**config.mk**
```make
export PLATFORM = sky130hd
export DESIGN_NAME = fetch_queue
export DESIGN_NICKNAME = d
export VERILOG_FILES = /design/src/rtl/fetch_queue.sv
export SDC_FILE = /design/constraint.sdc
export NUM_CORES = 1
export LEC_CHECK = 0
export CAP_MARGIN = 20
export CORE_AREA = 3 3 180 225
export DETAILED_ROUTE_END_ITERATION = 12
export DIE_AREA = 0 0 183 228
export PLACE_DENSITY = 0.64
export SETUP_SLACK_MARGIN = 0.02
export SYNTH_ARGS = -nofsm -noshare
export SYNTH_HDL_FRONTEND = slang
export SYNTH_SLANG_ARGS = --single-unit
```
**constraint.sdc**
```tcl
create_clock -name clk -period 5.59 [get_ports clk]
set_input_delay 1.118 -clock clk [delete_from_list [all_inputs] [get_ports clk]]
set_output_delay 1.118 -clock clk [all_outputs]
set_load 0.01 [all_outputs]
```
**src/rtl/fetch_queue.sv**
```systemverilog
// fetch_queue: DEPTH-entry instruction FIFO between fetch and decode.
// Decode sees a zero-instruction bubble carrying the last dequeued PC whenever
// the queue is empty or held. Redirects flush every entry.
module fetch_queue #(
  parameter int unsigned DEPTH   = 4,
  parameter int unsigned PC_W    = 64,
  parameter int unsigned INSTR_W = 32
) (
  input  logic                     clk,
  input  logic                     reset,
  input  logic                     in_valid,
  output logic                     in_ready,
  input  logic [PC_W-1:0]          in_pc,
  input  logic [INSTR_W-1:0]       in_instr,
  output logic                     out_valid,
  input  logic                     out_ready,
  output logic [PC_W-1:0]          out_pc,
  output logic [INSTR_W-1:0]       out_instr,
  input  logic                     hold,
  input  logic                     flush,
  output logic [$clog2(DEPTH):0]   count
);

  localparam int unsigned PTR_W = $clog2(DEPTH);
  localparam int unsigned CNT_W = PTR_W + 1;

  logic [PC_W-1:0]    pcMem    [DEPTH];
  logic [INSTR_W-1:0] instrMem [DEPTH];
  logic [PTR_W-1:0]   rdPtr;
  logic [PTR_W-1:0]   wrPtr;
  logic [PC_W-1:0]    lastPc;
  logic               enq;
  logic               deq;

  // Handshake decode and head presentation; in_ready looks at count only
  always_comb begin
    in_ready  = (count < CNT_W'(DEPTH));
    out_valid = (count != '0) && !hold;
    enq       = in_valid && in_ready && !flush;
    deq       = out_valid && out_ready;
    if (out_valid) begin
      out_pc    = pcMem[rdPtr];
      out_instr = instrMem[rdPtr];
    end else begin
      out_pc    = lastPc;
      out_instr = '0;
    end
  end

  // Entry storage; contents are left stale on flush or reset
  always_ff @(posedge clk) begin
    if (enq && !reset) begin
      pcMem[wrPtr]    <= in_pc;
      instrMem[wrPtr] <= in_instr;
    end
  end

  // Pointers, occupancy and last dequeued PC; reset beats flush beats traffic
  always_ff @(posedge clk) begin
    if (reset) begin
      rdPtr  <= '0;
      wrPtr  <= '0;
      count  <= '0;
      lastPc <= '0;
    end else begin
      if (deq) begin
        lastPc <= out_pc;
      end
      if (flush) begin
        rdPtr <= '0;
        wrPtr <= '0;
        count <= '0;
      end else begin
        if (enq) begin
          wrPtr <= wrPtr + PTR_W'(1);
        end
        if (deq) begin
          rdPtr <= rdPtr + PTR_W'(1);
        end
        case ({enq, deq})
          2'b10:   count <= count + CNT_W'(1);
          2'b01:   count <= count - CNT_W'(1);
          default: count <= count;
        endcase
      end
    end
  end

endmodule

```
==> flow_metrics.tcl, run 1 <==
set metrics [dict create \
    cpLargestDelayFamily "buffers and inverters" \
    drt-total-wl_um 34080 \
    async_flop_share 0 \
    ir_drop_uv 253.2 \
    r2r_end "instrMem[3][26]" \
    hold_depth 1 \
    r2r-start "count[2]" \
    fmax_mhz 234.2 \
    drv_cap 0 \
    rsz0062_at_grt "false" \
    clock_latency_ns 0.55 \
    yosys.area_share.simple 0.01923 \
    cts_resized 0 \
    grt_max_degree 78 \
    slew_viol_final 0 \
    cp.arrival_ns 3.15 \
    antenna_found_initial 5 \
    final_cell_count_no_fill 1555 \
    setup.worst_path.class "input pin to output pin" \
    wl_per_cell_um 21.92 \
    dieArea_um2 41720 \
    port_buffers 202 \
    setup_viol 0 \
    cts_buffers 46 \
    dp_cells 1469 \
    vias 8377 \
    max-clock-path-buffers 3 \
    crit_fanout 43 \
    dpl.hpwl_um 19740 \
    yosysSeqAreaShare 0.7534 \
    synth_warnings 0 \
    totalPowerFinal_mw 7.130 \
    io_pins 203 \
    post_cts_buffers 0 \
    regToRegSetupSlack_ns 3.29 \
    fp.dieW_um 183 \
    syn2layout_area_growth_pct 24.33 \
    drc 0 \
    grt_pass1_vias 8833 \
    drt-pass1-iter-count 5 \
    synth_fa_ha_area_frac 0.004789 \
    cp_slowest_cell "clkdlybuf4s50_1" \
    postCtsHoldBufs 0 \
    synth_xor_area_frac 0.001524 \
    r2r.worst_path.cells 3 \
    synth_top_family_by_area "multiplexers" \
    hold_class "flip-flop to flip-flop" \
    fin_worst_skew_ns 0.01166 \
    crit_buf_inv 3 \
    first_iter_violations 407 \
    netlist_area_um2 17240 \
    fin_setup_tns_ns 0 \
    worstMarginPinSlew_ns 1.041 \
    antennaDiodeCount 0 \
    initial_core_util 0.4486 \
    rows 80 \
    relSlewSlack 0.3060 \
    fin_crit_sh 0.7638 \
    syn_area_per_cell_um2 21.39 \
    period_needed_ns 4.270 \
    fillerInstances 2945 \
    synth_compound_area_frac 0.03555 \
    cp.required_ns 4.47 \
    p_per_area_nw_per_um2 332.6 \
    final_nets 1133 \
    synth_cells 806 \
    coreArea_um2 38440 \
    grt_pass1_wl_um 52720 \
    max_stage_delay_ns 0.49 \
    cts_tree "done" \
    grt-ovfl-total 0 \
    die_h_um 228 \
    holdPathEnd "lastPc[31]" \
    synth_edf_count 384 \
    crit_top_cell "clkdlybuf4s50_1" \
    layout-drive-gt1-share 0.2418 \
    gp_congestion 0.6930 \
    path_cells "clkdlybuf4s50_1 -> nor2_4 -> buf_4 -> mux2_2 -> clkdlybuf4s50_1" \
    htree_levels 2 \
    start_kind "input pin" \
    root_buffer "clkbuf_16" \
    hold_viol 0 \
    synth_top_flop_cell "edfxtp_1" \
    syn_nets 914 \
    hold_path.startpoint "lastPc[31]" \
    leakage_nw 6.914 \
    vias_per_cell 5.387 \
    critPathCaptureType "output pin" \
    gr-usage-all-layers 0.1632 \
    ys_ff_latch 457 \
    muxShareOfSynthArea 0.1693 \
    cts_sinks 457 \
    clk_pin_slew_ns 0.06 \
    yosysUniqueCellTypes 34 \
    status "complete, no violations" \
    ant_nets 0 \
]
[stage by stage]
| stage | hold slack (ns) | setup WS (ns) | util | instance area, µm² |
|---|---|---|---|---|
| finish | 0.4683 | 1.320 | 0.5578 | 21440 |
| global route | 0.4841 | 1.145 | 0.5578 | 21440 |
| CTS | 0.4717 | 1.227 | 0.5578 | 21440 |
| detailed placement | 0.4539 | 1.311 | 0.5168 | 19860 |
| global placement | 0.4518 | 1.366 | 0.5168 | 19860 |
| floorplan | 0.4383 | 0.9861 | - | 17240 |
[logic make-up (layout without fill, tap and decap cells)]
logic type / Yosys count / after routing
DFF: 457 / 457
adders and majority gates: 6 / 6
muxes: 161 / 161
and+or+nand+nor: 53 / 53
xor gates and xnor gates: 3 / 3
AOI/OAI and AO/OA: 73 / 73
buffers and inverters: 53 / 310
[cells in the final DEF, fill, tap and decap left out, types with 6 or more instances in the layout]
master           Yosys  routed
and2_1              36      32
mux4_2              96      96
mux2_2              57      57
clkinv_2             0       6
a22o_1              64      64
inv_1                7       7
buf_12               1       7
edfxtp_1           384     384
clkbuf_1             9      12
nor2_1               6       6
clkbuf_16            0      47
buf_4                2       8
mux2_4               7       7
clkdlybuf4s50_1      0     202
dfxtp_1             73      71
clkbuf_8             0       8
[metal layers]
metal / track usage / share of wire
met5: 0 / 0.0011
met4: 0.04049 / 0.018
met3: 0.04175 / 0.061
met2: 0.2771 / 0.50
met1: 0.2118 / 0.42
[cell usage after synthesis, types with 2 or more instances]
cell | number | area (µm²)
edfxtp_1 | 384 | 11530
mux4_2 | 96 | 2162
dfxtp_1 | 73 | 1461
a22o_1 | 64 | 560.5
mux2_2 | 57 | 641.9
and2_1 | 36 | 225.2
buf_2 | 30 | 150.1
clkbuf_1 | 9 | 33.78
inv_1 | 7 | 26.28
mux2_4 | 7 | 105.1
nor2_1 | 6 | 22.52
a21oi_1 | 5 | 25.02
ha_1 | 5 | 62.56
buf_1 | 2 | 7.510
buf_4 | 2 | 15.01
nor3b_1 | 2 | 15.01
o21ai_0 | 2 | 10.01
or3_1 | 2 | 12.51
xor2_1 | 2 | 17.52
[power breakdown]
part	internal [mW]	switching [mW]
clock	1.89	1.24
combinational	0.146	0.117
sequential	3.72	0.00988
total	5.76	1.37
[final cells by class]
cell class / instances / area [µm²] / share of cell area
flip-flops and latches: 457 / 13000 / 0.6064
well taps: 492 / 615.6 / 0.02871
repair buffers: 217 / 2222 / 0.1036
clock inverters: 19 / 244.0 / 0.01138
multi-input cells: 296 / 4000 / 0.1866
clock buffers: 67 / 1331 / 0.06210
inverters: 7 / 26.28 / 0.001226
[how the worst max path moves through the flow]
stage | startpoint | to | slack, ns | cells past startpoint
finish | hold | out_pc[62] | 1.32 | 5
global placement | hold | out_pc[2] | 1.37 | 5
global route | flip-flop | out_pc[3] | 1.14 | 4
detailed placement | hold | out_pc[62] | 1.31 | 5
CTS | flip-flop | out_pc[60] | 1.23 | 4
floorplan | flush | instrMem[0][0] | 0.99 | 4
[sequential cells by signal (all words and copies together), names as in the netlist, named ones only]
register  cells
lastPc       64
pcMem       256
instrMem    128
rdPtr         2
count         3
wrPtr         2
Power figures use the tool's default switching activity.
==> run 2: changes to the inputs <==
- clock period: 5.59 -> 4.14 ns (I/O delays scaled with it)
==> flow_metrics.tcl, run 2 (synthesized netlist as in run 1, its figures left out) <==
set metrics [dict create \
    root_buffer "clkbuf_16" \
    fin_area_um2 21400 \
    slew_viol_final 0 \
    rsz0062_at_grt "false" \
    drt-total-wl_um 34190 \
    cts_sinks 457 \
    postCtsHoldBufs 0 \
    hold_viol 0 \
    wl_per_cell_um 22.03 \
    cp.required_ns 3.31 \
    leakage_nw 6.883 \
    multi_input_area_um2 4000 \
    period_needed_ns 3.742 \
    first_iter_violations 368 \
    initial_core_util 0.4486 \
    gr-usage-met2 0.2771 \
    port_buffers 202 \
    grtUsageMet3 0.04366 \
    relSlewSlack 0.3224 \
    reg.largest.list "pcMem: 256 flops, instrMem: 128 flops, lastPc: 64 flops" \
    grt-ovfl-total 0 \
    drt-pass1-iter-count 5 \
    grt-busiest-layer "met2" \
    fin_worst_skew_ns 0.01655 \
    drv_cap 0 \
    clk_pin_slew_ns 0.06 \
    antennaDiodeCount 0 \
    coreArea_um2 38440 \
    largest_register_ff_count 256 \
    met1_usage 0.2177 \
    final_common_cell "edfxtp_1" \
    switching_share 0.1892 \
    cp.arrival_ns 2.91 \
    totalPowerFinal_mw 9.313 \
    setup_viol 0 \
    rows 80 \
    grt_pass1_wl_um 53510 \
    post_cts_buffers 0 \
    grt_max_degree 65 \
    p_sw_mw 1.762 \
    fmax_mhz 267.3 \
    grt_pass1_vias 9029 \
    htree_levels 2 \
    clock_latency_ns 0.53 \
    final_nets 1135 \
    status "complete, no violations" \
    p_per_area_nw_per_um2 435.2 \
    syn2layout_area_growth_pct 24.09 \
    cts_buffers 44 \
    ant_nets 0 \
    seqPwrFrac 0.541 \
    setup.worst_path.class "flip-flop to output pin" \
    vias_per_cell 5.403 \
    p_comb_frac 0.039 \
    hold_class "flip-flop to flip-flop" \
    vias 8385 \
    cts_resized 0 \
    drc 0 \
    intPower_mw 7.550 \
    worstMarginPinSlew_ns 1.016 \
    die_h_um 228 \
    critPathCaptureType "output pin" \
    pre_cts_ws_ns 0.4715 \
    io_pins 203 \
    holdWs_ns 0.4664 \
    layout-drive-gt1-share 0.2358 \
    gp_congestion 0.6751 \
    seqCellArea_um2 13000 \
    antenna_found_initial 1 \
    fp.dieW_um 183 \
    clkPwrFrac 0.420 \
    fillerInstances 2964 \
    layout_common_cells "edfxtp_1, clkdlybuf4s50_1, mux4_2" \
    fin_crit_sh 0.9038 \
    top_register "pcMem" \
    finalWorstSetupSlack_ns 0.3984 \
    ir_drop_uv 332.7 \
    gr-usage-all-layers 0.1657 \
    crit_fanout 21 \
    dpl.hpwl_um 20090 \
    dpl_cell_area_um2 19980 \
    fin_setup_tns_ns 0 \
    dieArea_um2 41720 \
    start_kind "flip-flop" \
    cts_tree "done" \
    max-clock-path-buffers 3 \
]
-- run 2: cell count changes in the layout (fill, tap and decap cells not counted), sizes merged --
cell,before,now
buf,15,19
bufinv,5,4
inv,9,7
clkinvlp,2,0
clkinv,10,15
clkbuf,67,60
-- run 2: path summary, 6_finish.rpt --
kind,from,to,slack [ns],cells past startpoint
worst max register to register,count[2],lastPc[55],2.07,3
worst min register to register,lastPc[38],lastPc[38],0.47,1
worst max-delay path,flip-flop,out_pc[1],0.40,4
worst min-delay path,lastPc[38],lastPc[38],0.47,1
-- run 2: final cells by class --
cell class / instances / area share
Clock buffer: 60 / 0.05760
Inverter: 7 / 0.001228
Multi-Input combinational cell: 296 / 0.1869
Clock inverter: 19 / 0.008595
Timing Repair Buffer: 221 / 0.1093
Sequential cell: 457 / 0.6075
Tap cell: 492 / 0.02877
-- run 2: worst max-delay path, stage by stage (launching register included) --
cell and delay, ns:
dfxtp_4 0.67, buf_4 0.33, mux4_2 0.56, mux2_2 0.29, clkdlybuf4s50_1 0.53
-- run 2: per-stage QoR --
stage / util / instances
finish: 0.5567 / 1552
global route: 0.5567 / 1552
CTS: 0.5567 / 1552
detailed placement: 0.5199 / 1473
global placement: 0.5199 / 1473
floorplan: - / 806
-- run 2: power groups by stage --
| stage | logic [mW] | clock network (mW) | registers, mW |
|---|---|---|---|
| 2_1_floorplan | 0.138 | 0 | 5.14 |
| 3_3_place_gp | 0.356 | 0 | 5.14 |
| 3_5_place_dp | 0.363 | 0 | 5.14 |
| 4_1_cts | 0.365 | 4.04 | 5.04 |
| 5_1_grt | 0.388 | 4.21 | 5.04 |
| 6_report | 0.359 | 3.91 | 5.04 |
-- run 2: per-layer routing --
layer	up-vias	wire length (µm)	part of all wire
met5	-	11	0.00032
met4	2	637	0.019
met3	44	2226	0.065
met2	224	17140	0.50
met1	4345	14170	0.41
li1	3770	-	-
==> run 3: changes to the inputs <==
- clock period: 4.14 -> 3.6 ns (I/O delays scaled with it)
==> flow_metrics.tcl, run 3 (synthesized netlist as in run 1, its figures left out) <==
set metrics [dict create \
    fin_worst_skew_ns 0.01180 \
    cp.arrival_ns 2.74 \
    drc 0 \
    layout-drive-gt1-share 0.2539 \
    multi_input_area_um2 4000 \
    drt-total-wl_um 34750 \
    antenna_found_initial 4 \
    crit_fanout 12 \
    fin_crit_sh 0.9603 \
    totalPowerFinal_mw 11.09 \
    start_kind "flip-flop" \
    cts_tree "done" \
    syn2layout_area_growth_pct 26.00 \
    rows 80 \
    final_common_cell "edfxtp_1" \
    worstMarginPinSlew_ns 0.6472 \
    holdWs_ns 0.4709 \
    max-clock-path-buffers 3 \
    seqCellArea_um2 13000 \
    top_register "pcMem" \
    p_per_area_nw_per_um2 510.3 \
    root_buffer "clkbuf_16" \
    postCtsHoldBufs 0 \
    grt_max_degree 61 \
    post_cts_buffers 0 \
    leakage_nw 7.043 \
    io_pins 203 \
    final_nets 1149 \
    htree_levels 2 \
    max_stage_delay_ns 0.58 \
    grt_pass1_wl_um 54380 \
    wl_per_cell_um 22.09 \
    fin_setup_tns_ns 0 \
    cts_resized 0 \
    status "complete, no violations" \
    largest_register_ff_count 256 \
    relSlewSlack 0.5685 \
    setup.worst_path.class "flip-flop to output pin" \
    dieArea_um2 41720 \
    path_cells "buf_4 -> mux4_2 -> mux2_2 -> clkdlybuf4s50_1" \
    layout_common_cells "edfxtp_1, clkdlybuf4s50_1, mux4_2" \
    reg.largest.list "pcMem: 256 flops, instrMem: 128 flops, lastPc: 64 flops" \
    hold_class "flip-flop to flip-flop" \
    drt-pass1-iter-count 4 \
    final_util 0.5653 \
    ir_drop_uv 435.3 \
    clock_latency_ns 0.53 \
    port_buffers 202 \
    gp_congestion 0.6687 \
    gr-usage-all-layers 0.1694 \
    initial_core_util 0.4486 \
    drv_cap 0 \
    ant_nets 0 \
    grt_pass1_vias 9057 \
    dpl.hpwl_um 20760 \
    coreArea_um2 38440 \
    slew_viol_final 0 \
    first_iter_violations 566 \
    finalWorstSetupSlack_ns 0.1428 \
    rsz0062_at_grt "false" \
    fp.dieW_um 183 \
    fmax_mhz 289.2 \
    period_needed_ns 3.457 \
    cp.required_ns 2.88 \
    fillerInstances 2915 \
    cp_slowest_cell "mux4_2" \
    hold_viol 0 \
    grt-ovfl-total 0 \
    vias_per_cell 5.305 \
    die_h_um 228 \
    clk_pin_slew_ns 0.06 \
    critPathCaptureType "output pin" \
    setup_viol 0 \
    cts_sinks 457 \
    cts_buffers 46 \
    vias 8345 \
    pre_cts_ws_ns 0.2085 \
]
-- run 3: cell count changes in the layout (fill, tap and decap cells not counted), sizes merged --
| cell | before | now |
|---|---|---|
| buf | 19 | 31 |
| clkinv | 15 | 10 |
| diode | 0 | 2 |
| clkinvlp | 0 | 1 |
| clkbuf | 60 | 71 |
-- run 3: power by group --
group | leakage, nW | internal (mW) | switching [mW]
registers | 4.06 | 5.78 | 0.0150
clock network | 0.777 | 2.96 | 1.90
logic | 2.21 | 0.238 | 0.190
-- run 3: worst paths after layout --
| check | end | startpoint | slack [ns] | cells after the start |
|---|---|---|---|---|
| max reg2reg | count[2] | count[2] | 1.54 | 8 |
| max | out_pc[12] | flip-flop | 0.14 | 4 |
| min reg2reg | lastPc[19] | lastPc[19] | 0.47 | 1 |
| min | lastPc[19] | lastPc[19] | 0.47 | 1 |
-- run 3: layout make-up --
type / instances / share of cell area
clock buffer: 71 / 0.06438
multi-input combinational: 296 / 0.1841
clock inverter: 15 / 0.008120
antenna: 2 / 0.0002303
tap: 492 / 0.02833
inverter: 7 / 0.001209
sequential: 457 / 0.5983
timing repair buffer: 233 / 0.1153
-- run 3: stage by stage --
stage / cells / instance area [µm²]
after floorplan: 806 / 17250
after global placement: 1485 / 20150
after detailed placement: 1485 / 20150
after CTS: 1571 / 21720
after global routing: 1572 / 21720
final: 1573 / 21730
-- run 3: critical path: cells and delay by family, from the launching register on --
kind                   cells  cell delay, ns
buffers and inverters      2            0.81
multiplexers               2            0.86
flip-flops                 1            0.51
-- run 3: per-layer routing --
layer | wire length [µm] | track usage | share of wire
met1 | 15410 | 0.2371 | 0.44
met2 | 16880 | 0.2736 | 0.49
met3 | 1766 | 0.03681 | 0.051
met4 | 663 | 0.04334 | 0.019
met5 | 27 | 0 | 0.00078
